$ cat config.mk
export PLATFORM = sky130hd
export DESIGN_NAME = mult_scheduler
export DESIGN_NICKNAME = d
export VERILOG_FILES = /design/src/rtl/mult_scheduler.sv
export SDC_FILE = /design/constraint.sdc
export NUM_CORES = 1
export LEC_CHECK = 0
export BUFFER_PORTS_ARGS = -buffer_cell sky130_fd_sc_hd__buf_4
export CAP_MARGIN = 20
export CORE_MARGIN = 2
export CORE_UTILIZATION = 55
export CTS_CLUSTER_SIZE = 8
export DETAILED_ROUTE_END_ITERATION = 16
export PLACE_DENSITY = 0.72
export SYNTH_ARGS = -nofsm -noshare
export SYNTH_HDL_FRONTEND = slang
export SYNTH_SLANG_ARGS = --single-unit
export TNS_END_PERCENT = 1
$ cat constraint.sdc
create_clock -name bclk -period 8.6 [get_ports bclk]
set_input_delay 0.86 -clock bclk [delete_from_list [all_inputs] [get_ports bclk]]
set_output_delay 0.86 -clock bclk [all_outputs]
set_load 0.05 [all_outputs]
$ cat src/rtl/mult_scheduler.sv
// Time-shared Q1.15 multiplier: one signed multiplier serves NCH channels per lrclk frame,
// with per-channel enable, saturating writeback and an atomic output update.
module mult_scheduler #(
  parameter int BITSIZE = 16,
  parameter int NCH     = 4
) (
  input  logic                   bclk,
  input  logic                   reset_n,
  input  logic                   lrclk,
  input  logic [NCH-1:0]         ch_en,
  input  logic [NCH*BITSIZE-1:0] in_a,
  input  logic [NCH*BITSIZE-1:0] in_b,
  output logic [NCH*BITSIZE-1:0] out,
  output logic                   out_valid,
  output logic                   busy,
  output logic                   overrun
);

  generate
    if (BITSIZE != 16) begin : g_bad_bitsize
      $error("mult_scheduler: BITSIZE must be 16");
    end
    if (NCH < 1 || NCH > 32) begin : g_bad_nch
      $error("mult_scheduler: NCH must be in 1..32");
    end
  endgenerate

  localparam int IW = (NCH > 1) ? $clog2(NCH) : 1;
  localparam int PW = BITSIZE + 1;
  localparam logic [IW-1:0]      LAST_IDX = IW'(NCH - 1);
  localparam logic [BITSIZE-1:0] SAT_MAX  = {1'b0, {(BITSIZE-1){1'b1}}};
  localparam logic [BITSIZE-1:0] SAT_MIN  = {1'b1, {(BITSIZE-1){1'b0}}};

  typedef enum logic [1:0] {IDLE, RUN, DRAIN, DONE} state_t;

  state_t state, state_nxt;

  logic sync1, sync2, sync3;
  logic frame_start;

  logic [NCH*BITSIZE-1:0] cap_a, cap_b;
  logic [NCH-1:0]         cap_en;
  logic [IW-1:0]          idx;
  logic [BITSIZE-1:0]     mul_a, mul_b;
  logic [PW-1:0]          prod;
  logic [IW-1:0]          wb_idx;
  logic                   wb_pend;
  logic [BITSIZE-1:0]     wb_data;
  logic [BITSIZE-1:0]     rbuf [NCH];

  // lrclk is data only: two-flop synchronizer plus an edge-detect delay flop
  always_ff @(posedge bclk or negedge reset_n) begin
    if (!reset_n) begin
      sync1 <= 1'b0;
      sync2 <= 1'b0;
      sync3 <= 1'b0;
    end else begin
      sync1 <= lrclk;
      sync2 <= sync1;
      sync3 <= sync2;
    end
  end

  assign frame_start = sync2 & ~sync3;

  always_ff @(posedge bclk or negedge reset_n) begin
    if (!reset_n) state <= IDLE;
    else          state <= state_nxt;
  end

  always_comb begin
    state_nxt = state;
    case (state)
      IDLE:    if (frame_start) state_nxt = RUN;
      RUN:     if (idx == LAST_IDX) state_nxt = DRAIN;
      DRAIN:   state_nxt = DONE;
      DONE:    state_nxt = IDLE;
      default: state_nxt = IDLE;
    endcase
  end

  assign busy = (state != IDLE);

  // Disabled channels feed zero operands, so their slot still runs and yields 0
  always_comb begin
    mul_a = '0;
    mul_b = '0;
    if (cap_en[idx]) begin
      mul_a = cap_a[idx*BITSIZE +: BITSIZE];
      mul_b = cap_b[idx*BITSIZE +: BITSIZE];
    end
  end

  // prod holds product bits [2*BITSIZE-1 : BITSIZE-1]; the lower bits never reach the result
  always_comb begin
    wb_data = prod[BITSIZE-1:0];
    if (prod[BITSIZE] != prod[BITSIZE-1]) wb_data = prod[BITSIZE] ? SAT_MIN : SAT_MAX;
  end

  always_ff @(posedge bclk or negedge reset_n) begin
    if (!reset_n) begin
      cap_a     <= '0;
      cap_b     <= '0;
      cap_en    <= '0;
      idx       <= '0;
      prod      <= '0;
      wb_idx    <= '0;
      wb_pend   <= 1'b0;
      out       <= '0;
      out_valid <= 1'b0;
      overrun   <= 1'b0;
      for (int unsigned k = 0; k < NCH; k++) rbuf[k] <= '0;
    end else begin
      out_valid <= 1'b0;
      wb_pend   <= 1'b0;

      case (state)
        IDLE: begin
          if (frame_start) begin
            cap_a  <= in_a;
            cap_b  <= in_b;
            cap_en <= ch_en;
            idx    <= '0;
          end
        end
        RUN: begin
          prod    <= PW'(({{BITSIZE{mul_a[BITSIZE-1]}}, mul_a} *
                          {{BITSIZE{mul_b[BITSIZE-1]}}, mul_b}) >> (BITSIZE - 1));
          wb_idx  <= idx;
          wb_pend <= 1'b1;
          idx     <= (idx == LAST_IDX) ? '0 : idx + 1'b1;
        end
        DONE: begin
          for (int unsigned k = 0; k < NCH; k++) out[k*BITSIZE +: BITSIZE] <= rbuf[k];
          out_valid <= 1'b1;
        end
        default: ;
      endcase

      if (wb_pend) rbuf[wb_idx] <= wb_data;

      if (frame_start && state != IDLE) overrun <= 1'b1;
    end
  end

endmodule

==> results.json, run 1 <==
{
  "status": "finished, final reports clean",
  "grt_usage_pct": 28.9,
  "drive_gt1_share_pct": 25.6,
  "grt-ovfl-total": 0,
  "grt_max_degree": 87,
  "vias": 14463,
  "synth.cell_area_um2": 21200,
  "end_kind": "register",
  "clockBufferDepth": 3,
  "drtIter0Drc": 880,
  "postSynthCellCount": 1903,
  "max_cap_violations": 0,
  "postLayoutCoreUtil_pct": 64.9,
  "cts.htree.levels": 2,
  "cts_tree": "built",
  "start_util_pct": 56.0,
  "cts.clk_slew.worst_paths_ns": 0.05,
  "max_stage_delay_ns": 0.84,
  "yosys.area.top_type": "dfrtp_1",
  "ys_seq_elements": 289,
  "gp_routability_congestion": 0.931,
  "rows": 71,
  "cpMostUsedCell": "fa_1",
  "drv_slew": 0,
  "rsz0062_at_grt": "false",
  "antenna_found_initial": 1,
  "postRouteAntennaNets": 0,
  "syn-num-nets": 2385,
  "routed_wl_um": 54900,
  "synth_top_flop_cell": "dfrtp_1",
  "clock_skew_ns": 0.0349,
  "dieArea_um2": 40100,
  "synthArstFlopShare_pct": 100,
  "clock-sinks": 289,
  "via_per_inst": 5.51,
  "use_met3_pct": 6.39,
  "worstPathRequired_ns": 9.04,
  "hold_path_class": "in2async",
  "post-route-period-util_pct": 88.7,
  "core_um2": 37800,
  "die_w_um": 200,
  "max_freq_mhz": 131,
  "routedWlPerCell_um": 20.9,
  "cp_cell_sequence": "mux4_2 -> and2_1 -> nand2_1 -> fa_1 -> inv_1 -> fa_1 -> inv_1 -> fa_1 -> inv_1 -> fa_1 -> fa_1 -> inv_1 -> fa_1 -> inv_1 -> ha_1 -> a21o_1 -> a21oi_1 -> nor2b_1 -> a2111oi_4 -> nand3_2 -> a41oi_2 -> o21bai_1 -> xor2_1 -> mux2_4",
  "yosysSeqAreaShare_pct": 34.1,
  "dp_hpwl_um": 42700,
  "cts_hold_buffers": 0,
  "grtUsageMet1_pct": 39.0,
  "grt_pass1_vias": 16196,
  "route.detailed.drc": 0,
  "startpoint_type": "register",
  "yosysWarningCount": 0,
  "worst_slew_pin_slew_ns": 1.06,
  "post-cts-setup-buffer-count": 0,
  "setup_viol": 0,
  "hold_viol": 0,
  "postCtsResizedCells": 0,
  "slew_headroom_pct": 29.0,
  "final_nets": 2588,
  "top_usage_layer": "met2",
  "numCtsBuffers": 42,
  "cp_max_fo": 45,
  "setup-tns-final_ns": 0,
  "slowest_stage": "mux4_2",
  "grt_pass1_wl_um": 89200,
  "area_delta_synth_final_pct": 15.8,
  "period_minus_slack_ns": 7.63,
  "rrSetupSlack_ns": 0.97,
  "io_pins": 202,
  "io_buffers": 201,
  "clockRootBuffer": "clkbuf_16",
  "drtPass1Iterations": 5,
  "synthDistinctLibCells": 50,
  "avgSynthCellArea_um2": 11.1,
  "synth.area.top_cells": "dfrtp_1 34%, fa_1 25%, mux2_2 12%",
  "chipHeight_um": 200,
  "crit_arrival_ns": 8.07,
  "synth_top_cell_area_share_pct": 34.1,
  "synth_edf_count": 0,
  "synth_commonest_cells": "309 x inv_1, 289 x dfrtp_1, 261 x fa_1",
  "critPathKind": "reg2reg",
  "path_buf_inv": 5,
  "crit_family": "adder cells",
  "clk-insertion-delay-late_ns": 0.57,
  "synth.most_common_cell": "inv_1",
  "met2_usage_pct": 47.5
}
-- flip-flops by register name, indices dropped and copies added (netlist names) --
| register | flops |
|---|---|
| state | 2 |
| idx | 2 |
| cap_b | 64 |
| prod | 17 |
| cap_a | 64 |
| out | 64 |
| sync3 | 1 |
| out_valid | 1 |
| cap_en | 4 |
| rbuf | 64 |
| sync1 | 1 |
| overrun | 1 |
| wb_pend | 1 |
| wb_idx | 2 |
| sync2 | 1 |
-- worst reg2reg max path, stage by stage, from the launching register on --
cell and delay (ns):
dfrtp_2 0.43, mux4_2 0.84, and2_1 0.58, nand2_1 0.20
fa_1 0.57, inv_1 0.05, fa_1 0.49, inv_1 0.05
fa_1 0.53, inv_1 0.05, fa_1 0.39, fa_1 0.51
inv_1 0.05, fa_1 0.47, inv_1 0.05, ha_1 0.34
a21o_1 0.18, a21oi_1 0.14, nor2b_1 0.09, a2111oi_4 0.35
nand3_2 0.30, a41oi_2 0.32, o21bai_1 0.10, xor2_1 0.14
mux2_4 0.26
-- per-stage QoR --
stage          setup WS [ns]  hold slack, ns  instance area, um^2  instances
2_1_floorplan           1.17           0.331                21200       1903
3_3_place_gp            1.02           0.338                23300       2568
3_5_place_dp           0.953           0.336                23300       2568
4_1_cts                0.957           0.290                24500       2618
5_1_grt                0.576           0.309                24500       2623
6_report               0.969           0.269                24500       2624
-- path summary, 6_finish.rpt --
path,start,end,cells after the start
max in group asynchronous,reset_n,cap_a[25],2
setup reg to reg,idx[0],prod[9],24
hold / removal,reset_n,cap_a[19],1
setup / recovery,idx[0],prod[9],24
min in group bclk,sync1,sync2,0
hold reg to reg,sync1,sync2,0
-- layer usage --
layer	vias to the layer above	share of wire, %
met1	7434	42
li1	6471	-
met5	-	0
met2	472	48
met4	0	2.6
met3	86	7.2
-- layout by cell type (no fill, tap or decap), types with 33 or more instances in the layout --
master       n
a21oi_1     45
and3_1      33
buf_4      228
clkbuf_16   42
dfrtp_1    287
fa_1       261
ha_1        85
inv_1      309
mux2_2     221
nand2_1    203
nor2_1     128
o21ai_0     61
-- area by class of cell --
class	instances	area, um^2
inverters	309	1160
diodes	1	2.50
clock inverters	4	75.1
clock buffers	46	1080
fillers	3050	13300
flip-flops and latches	289	7230
multi-input cells	1229	12500
well taps	511	639
repair buffers	235	1840
-- cells by family (layout without fill, tap and decap cells) --
logic type | after synthesis | after routing | synth area share [%]
compound gates | 164 | 164 | 4.63
xor+xnor | 22 | 22 | 0.909
fa+ha+maj | 347 | 347 | 29.7
buf+inv | 385 | 594 | 6.88
flops | 289 | 289 | 34.1
mux | 259 | 259 | 14.8
other cells | 0 | 1 | 0
simple gates | 437 | 437 | 8.96
Power of run 1 is left out: the tool's default activity adds up to more than one toggle a clock period on the data nets, which glitch-free logic cannot reach.
==> inputs of run 2 (changes only) <==
- REMOVE_ABC_BUFFERS: unset -> 1
==> results.json, run 2 (synthesis gave the netlist of run 1 again) <==
{
  "crit_family": "adder cells",
  "path_buf_inv": 5,
  "rows": 71,
  "grt_usage_pct": 26.7,
  "end_kind": "register",
  "grt_pass1_vias": 15881,
  "critPathLaunch": "idx[0]",
  "start_util_pct": 56.0,
  "vias": 14431,
  "route.detailed.drc": 0,
  "gp_routability_congestion": 0.965,
  "die_w_um": 200,
  "cpMostUsedCell": "fa_1",
  "setup_viol": 0,
  "core_um2": 37800,
  "io_pins": 202,
  "chipHeight_um": 200,
  "cts.htree.levels": 2,
  "max_stage_delay_ns": 1.06,
  "reg2reg_to": "prod[13]",
  "clock_skew_ns": 0.0229,
  "drive_gt1_share_pct": 25.4,
  "clk-insertion-delay-late_ns": 0.57,
  "cp_max_fo": 55,
  "cp_cell_sequence": "mux4_2 -> nand2_1 -> nor2_1 -> inv_1 -> fa_1 -> inv_1 -> fa_1 -> fa_1 -> fa_1 -> fa_1 -> inv_1 -> fa_1 -> inv_1 -> ha_1 -> inv_1 -> o21bai_1 -> a21o_1 -> a21oi_1 -> a311oi_1 -> nor3_1 -> o31ai_1",
  "critPathKind": "reg2reg",
  "crit_cells": 21,
  "ff2ff_path_depth": 21,
  "worst_slew_pin_slew_ns": 0.990,
  "routed_wl_um": 51300,
  "grt-ovfl-total": 0,
  "fin_worst_hold_slack_ns": 0.254,
  "rsz0062_at_grt": "false",
  "io_buffers": 201,
  "slew_headroom_pct": 34.0,
  "final_cell_mix": "309 x inv_1, 287 x dfrtp_1, 261 x fa_1",
  "postCtsResizedCells": 0,
  "crit_arrival_ns": 8.49,
  "clockRootBuffer": "clkbuf_16",
  "max_cap_violations": 0,
  "worstPathRequired_ns": 9.06,
  "post-route-period-util_pct": 93.4,
  "drv_slew": 0,
  "final_nets": 2583,
  "post-cts-setup-buffer-count": 0,
  "clockBufferDepth": 3,
  "n_antenna_cell": 0,
  "hold_viol": 0,
  "final_common_cell": "inv_1",
  "area_delta_synth_final_pct": 15.7,
  "rrSetupSlack_ns": 0.57,
  "antenna_found_initial": 0,
  "postRouteAntennaNets": 0,
  "drtPass1Iterations": 5,
  "final_cell_area_um2": 24500,
  "cts_tree": "built",
  "fin_cells": 2618,
  "grt_pass1_wl_um": 84200,
  "setup-tns-final_ns": 0,
  "hold_path_class": "in2async",
  "routedWlPerCell_um": 19.6,
  "worstReg2RegStart": "idx[0]",
  "max_freq_mhz": 124,
  "placed_area_um2": 23300,
  "via_per_inst": 5.51,
  "period_minus_slack_ns": 8.03,
  "dieArea_um2": 40100,
  "dp_hpwl_um": 39800,
  "startpoint_type": "register",
  "dp.cells": 2564,
  "status": "finished, final reports clean",
  "cts_hold_buffers": 0,
  "grt_max_degree": 92,
  "clock-sinks": 289,
  "drtIter0Drc": 797,
  "crit_end": "prod[13]",
  "numCtsBuffers": 42,
  "cts.clk_slew.worst_paths_ns": 0.06,
  "slowest_stage": "mux4_2"
}
[run 2: worst min path at each step]
stage | cells after the start | end | start | slack [ns]
floorplan | 0 | sync2 | sync1 | 0.33
global placement | 0 | sync2 | sync1 | 0.34
detailed placement | 0 | sync2 | sync1 | 0.35
CTS | 1 | cap_a[0] | reset_n | 0.26
global route | 1 | cap_a[0] | reset_n | 0.28
finish | 1 | out[32] | reset_n | 0.25
[run 2: layout make-up]
| type | instances | area, um^2 |
|---|---|---|
| Timing Repair Buffer | 230 | 1830 |
| Clock inverter | 4 | 67.6 |
| Multi-Input combinational cell | 1229 | 12500 |
| Inverter | 309 | 1160 |
| Sequential cell | 289 | 7240 |
| Fill cell | 2976 | 13300 |
| Clock buffer | 46 | 1080 |
| Tap cell | 511 | 639 |
[run 2: routing by layer]
metal  wire [um]  vias up  global-route usage, %
met4        1380        0                   8.23
met1       21300     7379                   35.6
met3        3700       85                   5.16
met2       24900      519                   44.5
met5           0        -                      0
li1            -     6448                      -
[run 2: metrics by stage]
stage               utilization (%)  setup slack [ns]
floorplan                         -             0.204
global placement               61.5             0.852
detailed placement             61.5             0.712
CTS                            64.6             0.668
global route                   64.8            0.0906
finish                         64.8             0.566
Power of run 2 is left out for the same reason.
